File: src/rtl/noc_bridge_narrow_wide_pkg.sv
// Shared definitions for the narrow/wide NoC <-> AXIS bridge.
// The AXIS payload layout {flit_data, hdr} is defined once here and used by
// both the transmit and the receive side.
package noc_bridge_narrow_wide_pkg;

  localparam int unsigned HdrWidth           = 3;
  localparam int unsigned NarrowFlitDataSize = 16;
  localparam int unsigned WideFlitDataSize   = 64;

  // Channel header codes carried in the low bits of every AXIS beat.
  typedef enum logic [HdrWidth-1:0] {
    narrow_request  = 3'd1,
    narrow_response = 3'd2,
    wide_channel    = 3'd3
  } channel_hdr_e;

  // AXIS payload layout: flit data above the channel header.
  typedef struct packed {
    logic [WideFlitDataSize-1:0] flit_data;
    channel_hdr_e                hdr;
  } wide_axis_data_t;

  localparam int unsigned AxisDataWidth = HdrWidth + WideFlitDataSize;
  localparam int unsigned AxisStrbWidth = (AxisDataWidth + 7) / 8;
  localparam int unsigned AxisIdWidth   = 4;
  localparam int unsigned AxisDestWidth = 4;
  localparam int unsigned AxisUserWidth = 1;

  typedef logic [NarrowFlitDataSize-1:0] narrow_data_t;
  typedef logic [WideFlitDataSize-1:0]   wide_data_t;

  typedef struct packed {
    logic [AxisDataWidth-1:0] data;
    logic [AxisStrbWidth-1:0] strb;
    logic [AxisStrbWidth-1:0] keep;
    logic                     last;
    logic [AxisIdWidth-1:0]   id;
    logic [AxisDestWidth-1:0] dest;
    logic [AxisUserWidth-1:0] user;
  } nb_axis_t_chan_t;

  typedef struct packed {
    logic            tvalid;
    nb_axis_t_chan_t t;
  } nb_axis_req_t;

  typedef struct packed {
    logic tready;
  } nb_axis_rsp_t;

  typedef struct packed {
    logic         valid;
    logic         ready;
    narrow_data_t data;
  } nb_narrow_req_flit_t;

  typedef struct packed {
    logic         valid;
    logic         ready;
    narrow_data_t data;
  } nb_narrow_rsp_flit_t;

  typedef struct packed {
    logic       valid;
    logic       ready;
    wide_data_t data;
  } nb_wide_flit_t;

  // True for the three header codes that map to a NoC channel.
  function automatic logic hdr_is_legal(channel_hdr_e hdr);
    logic legal;
    case (hdr)
      narrow_request, narrow_response, wide_channel: legal = 1'b1;
      default:                                       legal = 1'b0;
    endcase
    return legal;
  endfunction

endpackage

File: src/rtl/floo_sync_fifo.sv
// Synchronous-reset FIFO with valid/ready on both sides and no fall-through:
// a pushed entry becomes visible on the output one cycle later.
module floo_sync_fifo #(
  parameter type         T     = logic,
  parameter int unsigned Depth = 4
) (
  input  logic clk_i,
  input  logic rst_i,
  input  logic valid_i,
  output logic ready_o,
  input  T     data_i,
  output logic valid_o,
  input  logic ready_i,
  output T     data_o
);

  localparam int unsigned PtrW = (Depth > 1) ? $clog2(Depth) : 1;
  localparam int unsigned CntW = $clog2(Depth + 1);

  T                mem_q [Depth];
  logic [PtrW-1:0] wr_ptr_q, wr_ptr_d;
  logic [PtrW-1:0] rd_ptr_q, rd_ptr_d;
  logic [CntW-1:0] cnt_q, cnt_d;
  logic            push, pop;

  // Full is taken from registered state, so a same-cycle pop never frees a slot early.
  assign ready_o = (cnt_q != CntW'(Depth));
  assign valid_o = (cnt_q != '0);
  assign data_o  = mem_q[rd_ptr_q];
  assign push    = valid_i & ready_o;
  assign pop     = valid_o & ready_i;

  function automatic logic [PtrW-1:0] ptr_inc(input logic [PtrW-1:0] p);
    return (p == PtrW'(Depth - 1)) ? '0 : p + 1'b1;
  endfunction

  // Next-state for pointers and occupancy count.
  always_comb begin
    wr_ptr_d = push ? ptr_inc(wr_ptr_q) : wr_ptr_q;
    rd_ptr_d = pop  ? ptr_inc(rd_ptr_q) : rd_ptr_q;
    cnt_d    = cnt_q;
    case ({push, pop})
      2'b10:   cnt_d = cnt_q + 1'b1;
      2'b01:   cnt_d = cnt_q - 1'b1;
      default: cnt_d = cnt_q;
    endcase
  end

  // Control registers; reset empties the FIFO and discards its contents.
  always_ff @(posedge clk_i) begin
    if (rst_i) begin
      wr_ptr_q <= '0;
      rd_ptr_q <= '0;
      cnt_q    <= '0;
    end else begin
      wr_ptr_q <= wr_ptr_d;
      rd_ptr_q <= rd_ptr_d;
      cnt_q    <= cnt_d;
    end
  end

  // Storage write; entries need no reset since the count gates visibility.
  always_ff @(posedge clk_i) begin
    if (push) begin
      mem_q[wr_ptr_q] <= data_i;
    end
  end

endmodule

File: src/rtl/floo_axis_noc_demux_narrow_wide.sv
// Receive side of the NoC <-> AXIS bridge: decodes the channel header of
// each incoming beat and stores it in the matching per-channel FIFO.
// Beats with an unknown header are accepted, dropped and counted.
module floo_axis_noc_demux_narrow_wide
  import noc_bridge_narrow_wide_pkg::*;
#(
  parameter int unsigned NarrowDepth       = 4,
  parameter int unsigned WideDepth         = 4,
  parameter int unsigned ErrCntWidth       = 8,
  parameter type         narrow_req_flit_t = nb_narrow_req_flit_t,
  parameter type         narrow_rsp_flit_t = nb_narrow_rsp_flit_t,
  parameter type         wide_flit_t       = nb_wide_flit_t,
  parameter type         axis_req_t        = nb_axis_req_t,
  parameter type         axis_rsp_t        = nb_axis_rsp_t
) (
  input  logic                   clk_i,
  input  logic                   rst_i,
  input  axis_req_t              axis_in_req_i,
  output axis_rsp_t              axis_in_rsp_o,
  output narrow_req_flit_t       narrow_req_o,
  input  narrow_req_flit_t       narrow_req_i,
  output narrow_rsp_flit_t       narrow_rsp_o,
  input  narrow_rsp_flit_t       narrow_rsp_i,
  output wide_flit_t             wide_o,
  input  wide_flit_t             wide_i,
  input  logic                   err_clr_i,
  output logic                   err_sticky_o,
  output logic [ErrCntWidth-1:0] drop_cnt_o
);

  wide_axis_data_t        in_data;
  channel_hdr_e           in_hdr;
  logic                   in_legal;
  logic                   tready;
  logic                   drop;

  logic                   req_in_valid, req_in_ready, req_out_valid;
  logic                   rsp_in_valid, rsp_in_ready, rsp_out_valid;
  logic                   wide_in_valid, wide_in_ready, wide_out_valid;
  narrow_data_t           req_out_data, rsp_out_data;
  wide_data_t             wide_out_data;

  logic [ErrCntWidth-1:0] drop_cnt_q, drop_cnt_d;
  logic                   err_sticky_q, err_sticky_d;

  // Sideband and the flit inputs' valid/data fields carry nothing for this block.
  logic                   unused_in;
  assign unused_in = ^{axis_in_req_i.t.strb, axis_in_req_i.t.keep, axis_in_req_i.t.last,
                       axis_in_req_i.t.id, axis_in_req_i.t.dest, axis_in_req_i.t.user,
                       narrow_req_i.valid, narrow_req_i.data,
                       narrow_rsp_i.valid, narrow_rsp_i.data,
                       wide_i.valid, wide_i.data};

  assign in_data  = axis_in_req_i.t.data;
  assign in_hdr   = in_data.hdr;
  assign in_legal = hdr_is_legal(in_hdr);

  // Ready depends on the header (tdata) and FIFO state only, never on tvalid.
  always_comb begin
    tready = 1'b1;
    case (in_hdr)
      narrow_request:  tready = req_in_ready;
      narrow_response: tready = rsp_in_ready;
      wide_channel:    tready = wide_in_ready;
      default:         tready = 1'b1;
    endcase
    if (rst_i) begin
      tready = 1'b0;
    end
  end

  assign req_in_valid  = axis_in_req_i.tvalid & (in_hdr == narrow_request) & ~rst_i;
  assign rsp_in_valid  = axis_in_req_i.tvalid & (in_hdr == narrow_response) & ~rst_i;
  assign wide_in_valid = axis_in_req_i.tvalid & (in_hdr == wide_channel) & ~rst_i;
  assign drop          = axis_in_req_i.tvalid & tready & ~in_legal;

  floo_sync_fifo #(
    .T     (narrow_data_t),
    .Depth (NarrowDepth)
  ) i_req_fifo (
    .clk_i   (clk_i),
    .rst_i   (rst_i),
    .valid_i (req_in_valid),
    .ready_o (req_in_ready),
    .data_i  (in_data.flit_data[NarrowFlitDataSize-1:0]),
    .valid_o (req_out_valid),
    .ready_i (narrow_req_i.ready),
    .data_o  (req_out_data)
  );

  floo_sync_fifo #(
    .T     (narrow_data_t),
    .Depth (NarrowDepth)
  ) i_rsp_fifo (
    .clk_i   (clk_i),
    .rst_i   (rst_i),
    .valid_i (rsp_in_valid),
    .ready_o (rsp_in_ready),
    .data_i  (in_data.flit_data[NarrowFlitDataSize-1:0]),
    .valid_o (rsp_out_valid),
    .ready_i (narrow_rsp_i.ready),
    .data_o  (rsp_out_data)
  );

  floo_sync_fifo #(
    .T     (wide_data_t),
    .Depth (WideDepth)
  ) i_wide_fifo (
    .clk_i   (clk_i),
    .rst_i   (rst_i),
    .valid_i (wide_in_valid),
    .ready_o (wide_in_ready),
    .data_i  (in_data.flit_data),
    .valid_o (wide_out_valid),
    .ready_i (wide_i.ready),
    .data_o  (wide_out_data)
  );

  // Drop bookkeeping: a clear wins over a same-cycle drop; the counter saturates.
  always_comb begin
    drop_cnt_d   = drop_cnt_q;
    err_sticky_d = err_sticky_q;
    if (err_clr_i) begin
      drop_cnt_d   = '0;
      err_sticky_d = 1'b0;
    end else if (drop) begin
      err_sticky_d = 1'b1;
      if (drop_cnt_q != '1) begin
        drop_cnt_d = drop_cnt_q + 1'b1;
      end
    end
  end

  // Drop counter and sticky error flag.
  always_ff @(posedge clk_i) begin
    if (rst_i) begin
      drop_cnt_q   <= '0;
      err_sticky_q <= 1'b0;
    end else begin
      drop_cnt_q   <= drop_cnt_d;
      err_sticky_q <= err_sticky_d;
    end
  end

  assign drop_cnt_o   = drop_cnt_q;
  assign err_sticky_o = err_sticky_q;

  // Pack FIFO heads onto the outgoing flit structs; the ready fields are unused outputs.
  always_comb begin
    axis_in_rsp_o        = '0;
    axis_in_rsp_o.tready = tready;
    narrow_req_o         = '0;
    narrow_req_o.valid   = req_out_valid;
    narrow_req_o.data    = req_out_data;
    narrow_rsp_o         = '0;
    narrow_rsp_o.valid   = rsp_out_valid;
    narrow_rsp_o.data    = rsp_out_data;
    wide_o               = '0;
    wide_o.valid         = wide_out_valid;
    wide_o.data          = wide_out_data;
  end

endmodule
File: config.mk
export PLATFORM = sky130hd
export DESIGN_NAME = floo_axis_noc_demux_narrow_wide
export DESIGN_NICKNAME = d
export VERILOG_FILES = /design/src/rtl/noc_bridge_narrow_wide_pkg.sv /design/src/rtl/floo_sync_fifo.sv /design/src/rtl/floo_axis_noc_demux_narrow_wide.sv
export SDC_FILE = /design/constraint.sdc
export NUM_CORES = 1
export LEC_CHECK = 0
export BUFFER_PORTS_ARGS = -buffer_cell sky130_fd_sc_hd__buf_2
export CORE_ASPECT_RATIO = 1.25
export CORE_MARGIN = 2
export CORE_UTILIZATION = 50
export CTS_CLUSTER_DIAMETER = 40
export DETAILED_ROUTE_END_ITERATION = 10
export PLACE_DENSITY = 0.7
export SLEW_MARGIN = 20
export SYNTH_ARGS = -nofsm -noshare
export SYNTH_HDL_FRONTEND = slang
export SYNTH_HIERARCHICAL = 1
export SYNTH_SLANG_ARGS = --single-unit
export TNS_END_PERCENT = 10
File: constraint.sdc
create_clock -name clk_i -period 5.1 [get_ports clk_i]
set_input_delay 0.765 -clock clk_i [delete_from_list [all_inputs] [get_ports clk_i]]
set_output_delay 0.765 -clock clk_i [all_outputs]
set_load 0.01 [all_outputs]
==> summary.md, run 1 <==
| Metric | Value |
|---|---|
| Total die area | `33220 um^2` |
| Initial core utilization | `51.10%` |
| Final Skew | `between 0.015 and 0.02 ns` |
| First-pass GRT wire length | `44530 um` |
| Status | `complete, no violations` |
| DRC violations left | `0` |
| CP startpoint kind | `flip-flop` |
| Final Hold Viols | `0` |
| CTS sink count | `420` |
| # hold bufs at CTS | `0` |
| Unrepaired setup endpoints after global routing | `no` |
| Largest net degree at the start of global routing | `65` |
| IO buf count | `around 180` |
| Max_cap viols | `0` |
| TNS Setup | `0 ns` |
| Reg area | `12260 um^2` |
| Reg clk slew, reported paths | `0.06 ns` |
| Nets@finish | `1154` |
| Fmax | `~340 MHz` |
| I/O pin cnt | `about 310` |
| CP delay by family, top | `multiplexers` |
| Commonest cells post-synth | `edfxtp_1 (384), mux4_2 (96), dfxtp_1 (36), nor2_1 (23), inv_1 (20)` |
| CP Max Fanout | `58` |
| Synth Area per Inst | `21.70 um^2` |
| Slew margin rel. | `between 30% and 40%` |
| Cell Chain, Critical Path | `buf_12 -> mux4_2 -> buf_2` |
| Final Cycle Share | `58.17%` |
| Min-delay worst type | `in -> reg` |
| Clock buffer depth | `3` |
| Filler instances | `2249` |
| Initial antenna violation count | `0` |
| Worst EP arrival | `2.20 ns` |
| Crit. End Element | `primary output` |
| Die width | `between 150 and 200 um` |
| Clock Latency Late Sink | `0.54 ns` |
| DR pass1 iterations | `6` |
| Postcts setup bufs | `0` |
| Iteration-0 DRC Markers | `507` |
| Setup CP Type | `reg -> out` |
| Synth top area cells | `edfxtp_1 (73%), mux4_2 (14%), dfxtp_1 (4.5%), ha_1 (1.5%), buf_4 (0.66%)` |
| Vias per cell | `5.530` |
| Synthesized flop and latch total | `420` |
| CTS Root Cell | `clkbuf_16` |
| Number of global-route vias before repair | `7843` |
| Post-synth top area share | `between 70% and 80%` |
| Drt total wl | `29230 um` |
| Num CTS Buffers | `between 40 and 50` |
| CP max-delay cell | `mux4_2` |
| Final Max Slew Viols | `0` |
| Levels on crit path | `3` |
| EDFF count, synth | `384` |
| Final min period | `2.967 ns` |
| Final ANT Viol Nets | `0` |
| Worst reg2reg path depth | `8` |
| Standard-cell rows | `72` |
| Vias post-DR | `7571` |
| RePlAce Congestion | `0.7569` |
| Most frequent cell after synthesis | `edfxtp_1` |
| Final Power | `between 7 and 8 mW` |
| YS warnings | `6` |
| CTS tree | `done` |
| Die extent in y | `203.3 um` |
| Critical Path Max Stage Delay | `0.59 ns` |
| Global route overflow | `0` |
| Synth Cell Area | `15880 um^2` |
| Leak | `6.199 nW` |
| Yosys cell types | `46` |
| Hold Path Cell Cnt | `1` |
| Wire per inst | `about 21 um` |
| Cell Pwr Density | `381.2 nW/um^2` |
| Buf+Inv Stages, Crit Path | `2` |
| Area growth, synth to finish | `16.87%` |
| Final count of negative-setup-slack endpoints | `0` |
| Asr flop ratio synth | `0%` |
| Maximum VDD drop | `286.5 uV` |
| DPL Wire Length | `17060 um` |
| Post-CTS resize count | `0` |
| Post-synth top area cell | `edfxtp_1` |
| Area of the multi-input gates | `~3400 um^2` |
| Share of post-route cells with drive strength above 1 | `38.77%` |
| H-Tree Depth | `2` |
| GRT Total Usage | `17.81%` |
| Most used DFF post-synth | `edfxtp_1` |
| Antenna diodes | `0` |
| Measured slew at the worst slew-check pin | `1.034 ns` |
| Cells after synthesis | `732` |
| Worst path required time | `4.34 ns` |
| Total core area | `31080 um^2` |
| Seq/Total Area, Yosys | `77.14%` |
-- cell usage in the layout, fill, tap and decap left out, types with 8 or more instances in the layout --
cell / netlist / final
edfxtp_1: 384 / 384
buf_2: 6 / 182
mux4_2: 96 / 96
clkbuf_16: 0 / 47
dfxtp_1: 36 / 34
nor2_1: 23 / 23
inv_1: 20 / 20
ha_1: 19 / 19
a21oi_1: 15 / 15
mux2i_1: 8 / 8
clkbuf_1: 2 / 8
-- kinds of logic after synthesis --
family,after synthesis,synth area share [%]
buf+inv,56,1.851
compound gates,38,1.576
fa+ha+maj,22,1.875
flops,420,77.14
xor+xnor,7,0.3860
other cells,1,0.02361
simple gates,84,3.033
mux,104,14.12
-- state kept, by name, indices dropped and copies added, names as in the netlist, named ones only --
register              count
i_req_fifo/rd_ptr_q       2
i_wide_fifo/wr_ptr_q      2
drop_cnt_o                8
i_rsp_fifo/cnt_q          3
i_rsp_fifo/wr_ptr_q       2
i_wide_fifo/rd_ptr_q      2
i_rsp_fifo/rd_ptr_q       2
i_req_fifo/wr_ptr_q       2
i_wide_fifo/cnt_q         3
i_wide_fifo/mem_q       256
i_req_fifo/cnt_q          3
err_sticky_o              1
i_rsp_fifo/mem_q         64
i_req_fifo/mem_q         64
-- through the flow --
| stage | worst slack, ns | area [um^2] | hold WS, ns | util (%) | std cells |
|---|---|---|---|---|---|
| after floorplan | 2.265 | 15890 | 0.4634 | - | 734 |
| after global placement | 1.668 | 17160 | 0.4483 | 55.20 | 1291 |
| after detailed placement | 1.582 | 17160 | 0.4703 | 55.20 | 1291 |
| after CTS | 2.051 | 18560 | 0.4134 | 59.72 | 1369 |
| after global routing | 1.985 | 18560 | 0.4221 | 59.72 | 1369 |
| final | 2.133 | 18560 | 0.4451 | 59.72 | 1369 |
-- where the power goes --
part	total [mW]	switching [mW]	internal (mW)
clock network	3.05	1.25	1.80
logic	0.243	0.137	0.107
registers	3.78	0.00970	3.77
total	7.08	1.40	5.68
-- layer usage --
layer	GRT usage (%)	share of wire, %	vias to the layer above
li1	-	-	3387
met5	0	0	-
met2	30.80	51	215
met4	5.088	2.2	0
met1	22.60	40	3916
met3	4.149	6.2	53
-- cell type report --
class,count,share of cell area (%)
inverters,20,0.4044
clock buffers,56,6.572
well taps,407,2.744
clock inverters,22,0.9976
multi-input cells,258,18.10
flip-flops and latches,420,66.05
repair buffers,186,5.136
-- worst paths after layout --
kind                            slack (ns)                       end            startpoint
worst max register to register        2.65      i_wide_fifo/cnt_q[2]  i_wide_fifo/cnt_q[1]
worst min-delay path                  0.45  i_wide_fifo/mem_q[3][20]     axis_in_req_i[51]
worst min register to register        0.48              err_sticky_o          err_sticky_o
worst max-delay path                  2.13                wide_o[46]             flip-flop
(Power assumes the default switching activity.)
==> run 2, diff against run 1 <==
clock period = 2.95 ns   (was 5.1 ns; I/O delays follow)
==> summary.md, run 2 (synthesis gave the netlist of run 1 again) <==
| Metric | Value |
|---|---|
| RePlAce Congestion | `0.7813` |
| Final Skew | `0.01314 ns` |
| CTS sink count | `420` |
| Hold_ws | `0.1306 ns` |
| Unrepaired setup endpoints after global routing | `no` |
| Standard-cell rows | `72` |
| First-pass GRT wire length | `between 40000 and 50000 um` |
| Cell Pwr Density | `647.3 nW/um^2` |
| Final count of negative-setup-slack endpoints | `0` |
| Max_cap viols | `0` |
| Vias per cell | `approximately 5.4` |
| GRT Total Usage | `17.90%` |
| Worst R2R Setup Slack | `between 0.5 and 0.6 ns` |
| Die extent in y | `203.3 um` |
| Largest net degree at the start of global routing | `65` |
| Die width | `roughly 160 um` |
| Final Cycle Share | `between 80% and 90%` |
| DRC violations left | `0` |
| Initial antenna violation count | `0` |
| Status | `complete, no violations` |
| Measured slew at the worst slew-check pin | `0.8794 ns` |
| Sw frac | `between 15 and 20%` |
| Maximum VDD drop | `493.9 uV` |
| Drt total wl | `29130 um` |
| Comb pwr share | `3.5%` |
| Final Hold Viols | `0` |
| Nets@finish | `1168` |
| Num CTS Buffers | `44` |
| Postcts setup bufs | `0` |
| Setup CP Type | `reg -> out` |
| Min-delay worst type | `in -> reg` |
| Final ANT Viol Nets | `0` |
| DPL Wire Length | `18670 um` |
| DR pass1 iterations | `4` |
| Share of post-route cells with drive strength above 1 | `39.73%` |
| Max reg flops | `256` |
| Global route overflow | `0` |
| Final Max Slew Viols | `0` |
| Net switching power | `between 2 and 2.5 mW` |
| Worst path required time | `2.51 ns` |
| TNS Setup | `0 ns` |
| CP Max Fanout | `26` |
| Slew margin rel. | `about two fifths` |
| Initial core utilization | `about half` |
| Worst EP arrival | `2.17 ns` |
| Clock Latency Late Sink | `0.53 ns` |
| CTS tree | `done` |
| Commonest non-fill, non-tap cells in the layout | `edfxtp_1 (384), buf_2 (182), mux4_2 (96)` |
| Crit. End Element | `primary output` |
| Number of global-route vias before repair | `7992` |
| Iteration-0 DRC Markers | `573` |
| H-Tree Depth | `2` |
| CTS Root Cell | `clkbuf_16` |
| I/O pin cnt | `313` |
| CP startpoint kind | `flip-flop` |
| Leak | `around 6.3 nW` |
| Wire per inst | `around 21 um` |
| Vias post-DR | `7532` |
| Clock buffer depth | `3` |
| Total core area | `31080 um^2` |
| Int Power | `just under 10 mW` |
| Antenna diodes | `0` |
| Most flops, register | `i_wide_fifo/mem_q` |
| Fmax | `383.4 MHz` |
| Post-CTS resize count | `0` |
| # hold bufs at CTS | `0` |
| Reg clk slew, reported paths | `0.06 ns` |
| Most common cell after layout, fill and taps aside | `edfxtp_1` |
| Final min period | `roughly 2.6 ns` |
| Sequential share of power | `53.8%` |
| Biggest registers after layout | `i_wide_fifo/mem_q: 256 flops, i_req_fifo/mem_q: 64 flops, i_rsp_fifo/mem_q: 64 flops` |
| IO buf count | `between 150 and 200` |
| Area growth, synth to finish | `18.15%` |
| Clock group share of total power | `42.7%` |
| Total die area | `33220 um^2` |
[run 2: changes by cell type in the layout (fill, tap and decap cells not counted)]
cell	before	now
buf_4	3	9
inv_6	7	2
clkbuf_16	47	45
inv_8	0	3
clkinv_4	1	3
buf_12	1	10
clkinvlp_4	1	2
clkbuf_1	8	9
clkinv_2	5	7
[run 2: metal layers]
metal / vias up / GRT usage, % / share of wire, %
li1: 3419 / - / -
met1: 3889 / 22.51 / 40
met2: 184 / 31.27 / 52
met3: 40 / 4.291 / 6.1
met4: 0 / 4.678 / 1.6
met5: - / 0 / 0
[run 2: worst paths after layout]
check | start | end | cells past startpoint
max | flip-flop | wide_o[54] | 3
max reg2reg | i_wide_fifo/cnt_q[2] | i_wide_fifo/cnt_q[2] | 8
min reg2reg | err_sticky_o | err_sticky_o | 2
min | axis_in_req_i[60] | i_wide_fifo/mem_q[2][29] | 1
[run 2: worst max-delay path, cell delays in order, from the launching register on]
cell     delay, ns
dfxtp_4       0.62
buf_12        0.30
mux4_2        0.55
buf_2         0.16
[run 2: power groups by stage]
| stage | clock (mW) | combinational, mW | sequential, mW |
|---|---|---|---|
| 2_1_floorplan | 0 | 0.236 | 6.65 |
| 3_3_place_gp | 0 | 0.416 | 6.66 |
| 3_5_place_dp | 0 | 0.427 | 6.66 |
| 4_1_cts | 5.33 | 0.429 | 6.54 |
| 5_1_grt | 5.55 | 0.464 | 6.54 |
| 6_report | 5.19 | 0.421 | 6.54 |
[run 2: cell type report]
class                           instances  area (um^2)
Fill cell                            2249        12310
Sequential cell                       420        12260
Timing Repair Buffer                  201         1179
Inverter                               20        75.07
Tap cell                              407        509.2
Clock buffer                           55         1174
Clock inverter                         25        210.2
Multi-Input combinational cell        258         3359
[run 2: through the flow]
step	utilization, %	instance area (um^2)	worst slack [ns]	cells	power, mW
finish	60.38	18770	0.3415	1386	12.15
global placement	55.93	17380	0.4039	1306	7.078
detailed placement	55.93	17380	0.3725	1306	7.090
global route	60.38	18770	0.1773	1386	12.55
CTS	60.38	18770	0.2422	1386	12.29
floorplan	-	15890	0.4373	734	6.890
